--- src/rtl/reset_gen_pkg.sv ---
// Shared definitions for the reset sequencer: FSM states, reset-cause codes, default cycle
// constants for the board clock and a counter-width helper.
package reset_gen_pkg;

  typedef enum logic [1:0] {
    StPor     = 2'd0,
    StRun     = 2'd1,
    StBtn     = 2'd2,
    StStretch = 2'd3
  } rst_state_e;

  localparam logic [1:0] RST_CAUSE_POR = 2'd0;
  localparam logic [1:0] RST_CAUSE_BTN = 2'd1;
  localparam logic [1:0] RST_CAUSE_WDT = 2'd2;

  localparam int unsigned DefSyncStages  = 2;
  localparam int unsigned DefDebounceCyc = 20000;
  localparam int unsigned DefPorCyc      = 1024;
  localparam int unsigned DefStretchCyc  = 256;
  localparam int unsigned DefWdtCyc      = 16777216;

  // Bits needed for a counter that runs 0 .. n-1 (never less than one).
  function automatic int unsigned cnt_width(input int unsigned n);
    return (n <= 2) ? 1 : $clog2(n);
  endfunction

endpackage

--- src/rtl/reset_gen_btn_debounce.sv ---
// Button conditioner: synchronises an asynchronous active-low pin, debounces it and emits a
// one-cycle pulse on each debounced press.
module reset_gen_btn_debounce
  import reset_gen_pkg::*;
#(
  parameter int unsigned SYNC_STAGES  = DefSyncStages,
  parameter int unsigned DEBOUNCE_CYC = DefDebounceCyc
) (
  input  logic clk,
  input  logic reset,
  input  logic btn_n,
  output logic btn_level,
  output logic btn_press
);

  localparam int unsigned CntW = cnt_width(DEBOUNCE_CYC);

  logic [SYNC_STAGES-1:0] sync_q, sync_d;
  logic [CntW-1:0]        cnt_q, cnt_d;
  logic                   level_q, level_d;
  logic                   press_q, press_d;
  logic                   pressed;

  always_comb begin
    sync_d  = {sync_q[SYNC_STAGES-2:0], btn_n};
    pressed = ~sync_q[SYNC_STAGES-1];
    level_d = level_q;
    cnt_d   = '0;
    if (pressed != level_q) begin
      if (cnt_q == CntW'(DEBOUNCE_CYC - 1)) begin
        level_d = ~level_q;
      end else begin
        cnt_d = cnt_q + CntW'(1);
      end
    end
    press_d = level_d & ~level_q;
  end

  // Synchroniser resets to all ones so a released button reads as released.
  always_ff @(posedge clk or posedge reset) begin
    if (reset) begin
      sync_q  <= '1;
      cnt_q   <= '0;
      level_q <= 1'b0;
      press_q <= 1'b0;
    end else begin
      sync_q  <= sync_d;
      cnt_q   <= cnt_d;
      level_q <= level_d;
      press_q <= press_d;
    end
  end

  assign btn_level = level_q;
  assign btn_press = press_q;

endmodule

--- src/rtl/reset_gen.sv ---
// Core reset sequencer: power-on hold, debounced button reset with stretch, reset counting and
// cause reporting. Optional watchdog built when RSTGEN_WDT_EN is defined.
module reset_gen
  import reset_gen_pkg::*;
#(
  parameter int unsigned SYNC_STAGES  = DefSyncStages,
  parameter int unsigned DEBOUNCE_CYC = DefDebounceCyc,
  parameter int unsigned POR_CYC      = DefPorCyc,
  parameter int unsigned STRETCH_CYC  = DefStretchCyc,
  parameter int unsigned WDT_CYC      = DefWdtCyc
) (
  input  logic       clk,
  input  logic       reset,
  input  logic       btn_n,
  input  logic       wdt_kick,
  output logic       rst_out,
  output logic       btn_level,
  output logic       btn_press,
  output logic [7:0] rst_count,
  output logic [1:0] rst_cause
);

  localparam int unsigned CntW = cnt_width(POR_CYC > STRETCH_CYC ? POR_CYC : STRETCH_CYC);

  rst_state_e      state_q, state_d;
  logic [CntW-1:0] cnt_q, cnt_d;
  logic [7:0]      count_q, count_d;
  logic [1:0]      cause_q, cause_d;
  logic            rst_out_q, rst_out_d;
  logic            wdt_trip;

  reset_gen_btn_debounce #(
    .SYNC_STAGES (SYNC_STAGES),
    .DEBOUNCE_CYC(DEBOUNCE_CYC)
  ) u_btn_debounce (
    .clk      (clk),
    .reset    (reset),
    .btn_n    (btn_n),
    .btn_level(btn_level),
    .btn_press(btn_press)
  );

`ifdef RSTGEN_WDT_EN
  localparam int unsigned WdtW = cnt_width(WDT_CYC);

  logic [WdtW-1:0] wdt_q, wdt_d;

  always_comb begin
    wdt_d    = '0;
    wdt_trip = 1'b0;
    if (state_q == StRun && !wdt_kick) begin
      if (wdt_q == WdtW'(WDT_CYC - 1)) begin
        wdt_trip = 1'b1;
      end else begin
        wdt_d = wdt_q + WdtW'(1);
      end
    end
  end

  always_ff @(posedge clk or posedge reset) begin
    if (reset) begin
      wdt_q <= '0;
    end else begin
      wdt_q <= wdt_d;
    end
  end
`else
  logic unused_wdt_kick;
  assign unused_wdt_kick = wdt_kick;
  assign wdt_trip        = 1'b0;
`endif

  always_comb begin
    state_d = state_q;
    cnt_d   = cnt_q;
    count_d = count_q;
    cause_d = cause_q;
    case (state_q)
      StPor: begin
        if (cnt_q == CntW'(POR_CYC - 1)) begin
          state_d = StRun;
          cnt_d   = '0;
        end else begin
          cnt_d = cnt_q + CntW'(1);
        end
      end
      StRun: begin
        cnt_d = '0;
        // Button has priority over a simultaneous watchdog trip.
        if (btn_press) begin
          state_d = StBtn;
          cause_d = RST_CAUSE_BTN;
        end else if (wdt_trip) begin
          state_d = StStretch;
          cause_d = RST_CAUSE_WDT;
        end
        if ((btn_press || wdt_trip) && count_q != 8'hff) begin
          count_d = count_q + 8'd1;
        end
      end
      StBtn: begin
        if (!btn_level) begin
          state_d = StStretch;
          cnt_d   = '0;
        end
      end
      StStretch: begin
        if (btn_press) begin
          state_d = StBtn;
        end else if (cnt_q == CntW'(STRETCH_CYC - 1)) begin
          state_d = StRun;
          cnt_d   = '0;
        end else begin
          cnt_d = cnt_q + CntW'(1);
        end
      end
      default: state_d = StPor;
    endcase
    rst_out_d = (state_d != StRun);
  end

  // rst_out asserts asynchronously with reset and only ever releases on a clock edge.
  always_ff @(posedge clk or posedge reset) begin
    if (reset) begin
      state_q   <= StPor;
      cnt_q     <= '0;
      count_q   <= '0;
      cause_q   <= RST_CAUSE_POR;
      rst_out_q <= 1'b1;
    end else begin
      state_q   <= state_d;
      cnt_q     <= cnt_d;
      count_q   <= count_d;
      cause_q   <= cause_d;
      rst_out_q <= rst_out_d;
    end
  end

  assign rst_out   = rst_out_q;
  assign rst_count = count_q;
  assign rst_cause = cause_q;

endmodule
--- config.mk ---
export PLATFORM = sky130hd
export DESIGN_NAME = reset_gen
export DESIGN_NICKNAME = d
export VERILOG_FILES = /design/src/rtl/reset_gen_pkg.sv /design/src/rtl/reset_gen_btn_debounce.sv /design/src/rtl/reset_gen.sv
export SDC_FILE = /design/constraint.sdc
export NUM_CORES = 1
export LEC_CHECK = 0
export CAP_MARGIN = 0
export CORE_ASPECT_RATIO = 0.8
export CORE_MARGIN = 3
export CORE_UTILIZATION = 50
export DETAILED_ROUTE_END_ITERATION = 7
export PLACE_DENSITY_LB_ADDON = 0.1
export SETUP_SLACK_MARGIN = 0.4
export SYNTH_ARGS = -nofsm -noshare
export SYNTH_HDL_FRONTEND = slang
export SYNTH_SLANG_ARGS = --single-unit
--- constraint.sdc ---
create_clock -name clk -period 3.8 [get_ports clk]
set_clock_uncertainty 0.2 [all_clocks]
set_input_delay 0.76 -clock clk [delete_from_list [all_inputs] [get_ports clk]]
set_output_delay 0.76 -clock clk [all_outputs]
set_load 0.1 [all_outputs]
==> run_results.csv <==
group,metric,value,unit
outcome,status,"completed",
die,die_y,63.2,um
yosys,netlist.area_leader.share,0.465,
min_path,worstHoldEndpoint,"u_btn_debounce.sync_q[1]",
clocking,ctsResizeCount,0,
routing,drc_errors,0,
placement,place.gp.congestion,0.837,
global_routing,grt_overflow,0,
critical_path,r2r_end,"cnt_q[4]",
routing,wl_per_cell,14.3,um
yosys,synth_mux_area_frac,0.0177,
routing,ant_nets,0,
critical_path,critical_path_buf_inv_count,1,
timing,final_hold_viol_count,0,
layout,area_growth_syn_to_layout,13.8,%
critical_path,cp.required,2.84,ns
timing,worst_pin_slew,0.983,ns
routing,finalWirelength,3820,um
die,core-area,0.00385,mm^2
yosys,synth_top_area_cell,"dfrtp_1",
placement,placed_cell_area,0.00221,mm^2
clocking,clkSinkCount,41,
yosys,netlist_instances,199,
die,start_util,0.531,
critical_path,path_cells,"clkdlybuf4s50_1",
global_routing,grt_usage,0.177,
die,io_pins,17,
yosys,synthAdderAreaFrac,0.0184,
routing,vias_per_cell,5.68,
global_routing,grt_pass1_wl,6990,um
layout,finalNetCount,219,
yosys,yosysWarnings,0,
power,finalPower,821,uW
critical_path,cp_top_family,"buffers and inverters",
critical_path,cpPeakStageDelay,1.18,ns
timing,final-setup-viol-count,0,
clocking,cts_root_buffer,"clkbuf_8",
timing,fmax,0.349,GHz
clocking,post_cts_buffers,0,
min_path,hold_start,"u_btn_debounce.sync_q[0]",
placement,port_buffers,14,
timing,tns,0,ns
timing,maxSlewViolCount,0,
critical_path,arrival,1.90,ns
critical_path,r2r_cells,4,
yosys,synth_area,0.00204,mm^2
layout,multi_input_area,951,um^2
die,fp.dieArea,0.00490,mm^2
die,num_rows,20,
clocking,cts_buffer_depth,2,
critical_path,crit_fanout,5,
clocking,numCtsBuffers,5,
routing,dr_total_vias,1522,
die,die_w,77.5,um
global_routing,grt_max_degree,28,
timing,max_slew_margin,0.343,
routing,drt_iter0_drc,140,
clocking,insertion_delay,0.29,ns
critical_path,reg2reg_from,"state_q[1]",
min_path,hp-class,"register to register",
layout,seq_area,0.00103,mm^2
timing,period_needed,2.86,ns
yosys,synth_area_leaders,"dfrtp_1 (47%), xor2_1 (6.4%), xnor2_1 (4.3%)",
yosys,synth_seq_area_share,0.504,
placement,place_hpwl,2760,um
yosys,synth_compound_gate_area_share,0.105,
yosys,synth_xor_area_frac,0.107,
power,vdd_ir_drop_max,231,uV
critical_path,cp_slowest_cell,"clkdlybuf4s50_1",
yosys,ys_types,45,
yosys,syn_avg_cell_area,10.3,um^2
clocking,cts_hold_buf,0,
min_path,holdPathStages,0,
clocking,clkTransAtPathRegs,0.08,ns
critical_path,end_kind,"output pin",
yosys,yosys_register_bits,41,
global_routing,grt_pass1_vias,1571,
yosys,synth_top_family_by_area,"simple AND/OR/NAND/NOR gates",
critical_path,setup.worst_path.start_class,"register",
timing,rsz0062_at_grt,"no",
flow_run,maxCapViolCount,0,
clocking,tritoncts,"done",
clocking,cts_max_level,2,
timing,period_share,0.753,
routing,drt_first_pass_iters,4,
layout,antenna_cells,0,
critical_path,worstSetupPathType,"register to output pin",
yosys,syn_nets,206,
power,p_leak,0.000988,uW
global_routing,antenna_found_initial,0,
power,power_density,353,mW/mm^2
layout,final_area,0.00233,mm^2
critical_path,rrSetupSlack,1.68,ns
layout,fill_cells,336,
layout,drive_above_1_share,0.0845,
yosys,synth-simple-area-share,0.215,
==> cell type report <==
type	count	share of cell area
Inverter	5	0.00806
Timing Repair Buffer	15	0.0613
Clock buffer	7	0.0371
Multi-Input combinational cell	144	0.409
Clock inverter	1	0.0129
Sequential cell	41	0.442
Tap cell	55	0.0296
==> state kept, by name (all words and copies together), names as in the netlist <==
name and cells:
cnt_q 10, rst_cause 1, rst_count 8, rst_out 1, state_q 2, u_btn_debounce.btn_level 1, u_btn_debounce.btn_press 1, u_btn_debounce.cnt_q 15
u_btn_debounce.sync_q 2
==> synth_stat cells (all sizes together) <==
library cell   n
and3           3
dfrtp         38
a311oi         1
a21o           1
xnor2         10
nor3           2
o211ai         1
a211o          1
a211oi         2
a31oi          1
and2           3
nand3b         2
nor4b          2
nor3b          2
o31ai          2
nor2          19
xor2          15
o21ai         11
buf            5
o22a           1
dfstp          3
a32o           1
or3            1
mux2i          1
nand4         11
and3b          1
a22o           1
or4            1
clkbuf         4
a2111oi        1
inv            5
nand3         12
nand2b         3
mux2           2
and4           6
conb           1
o22ai          1
o21a           1
a22oi          1
nand2         13
a21oi          4
ha             3
==> worst max-delay path by stage <==
stage / start / end / slack [ns] / cells past startpoint
after floorplan: rst_count[0] / rst_count[5] / 1.47 / 5
final: rst_count[3] / rst_count[3] / 0.94 / 1
after global routing: u_btn_debounce.btn_press / btn_press / 0.88 / 1
after global placement: u_btn_debounce.btn_press / btn_press / 1.27 / 1
after detailed placement: u_btn_debounce.btn_press / btn_press / 1.25 / 1
after CTS: u_btn_debounce.btn_press / btn_press / 0.93 / 1
==> power by group <==
| part | total [uW] | internal (uW) | switching [uW] |
|---|---|---|---|
| sequential | 444 | 441 | 3.34 |
| combinational | 22.7 | 5.49 | 17.2 |
| clock | 355 | 214 | 141 |
==> through the flow <==
step	instances	setup slack [ns]	hold slack (ns)	utilization
final	268	0.938	0.169	0.604
after global routing	268	0.880	0.171	0.604
after CTS	268	0.925	0.169	0.604
after detailed placement	260	1.25	0.157	0.574
after global placement	260	1.27	0.150	0.574
after floorplan	199	1.47	0.145	-
==> cell usage in the layout, fill, tap and decap left out, types with 4 or more instances in the layout <==
| master | n |
|---|---|
| o21ai_0 | 11 |
| a21oi_1 | 4 |
| clkbuf_8 | 6 |
| xor2_1 | 15 |
| nand4_1 | 11 |
| dfrtp_1 | 38 |
| and4_1 | 6 |
| xnor2_1 | 10 |
| inv_1 | 5 |
| nand3_1 | 12 |
| nor2_1 | 19 |
| nand2_1 | 13 |
| clkdlybuf4s50_1 | 12 |
==> routing by layer <==
layer  vias to the layer above  part of all wire  global-route usage
met2                        32              0.47               0.288
met1                       753              0.48               0.236
met4                         0             0.011              0.0578
li1                        732                 -                   -
met5                         -                 0                   0
met3                         5             0.033              0.0386
==> cells by family after synthesis <==
logic type | Yosys count
AND/OR/NAND/NOR | 81
flip-flops | 41
AO/OA/AOI/OAI | 31
XOR/XNOR | 25
buffers and inverters | 14
adder cells (fa/ha/maj) | 3
multiplexers | 3
other | 1
(Power assumes the default switching activity.)
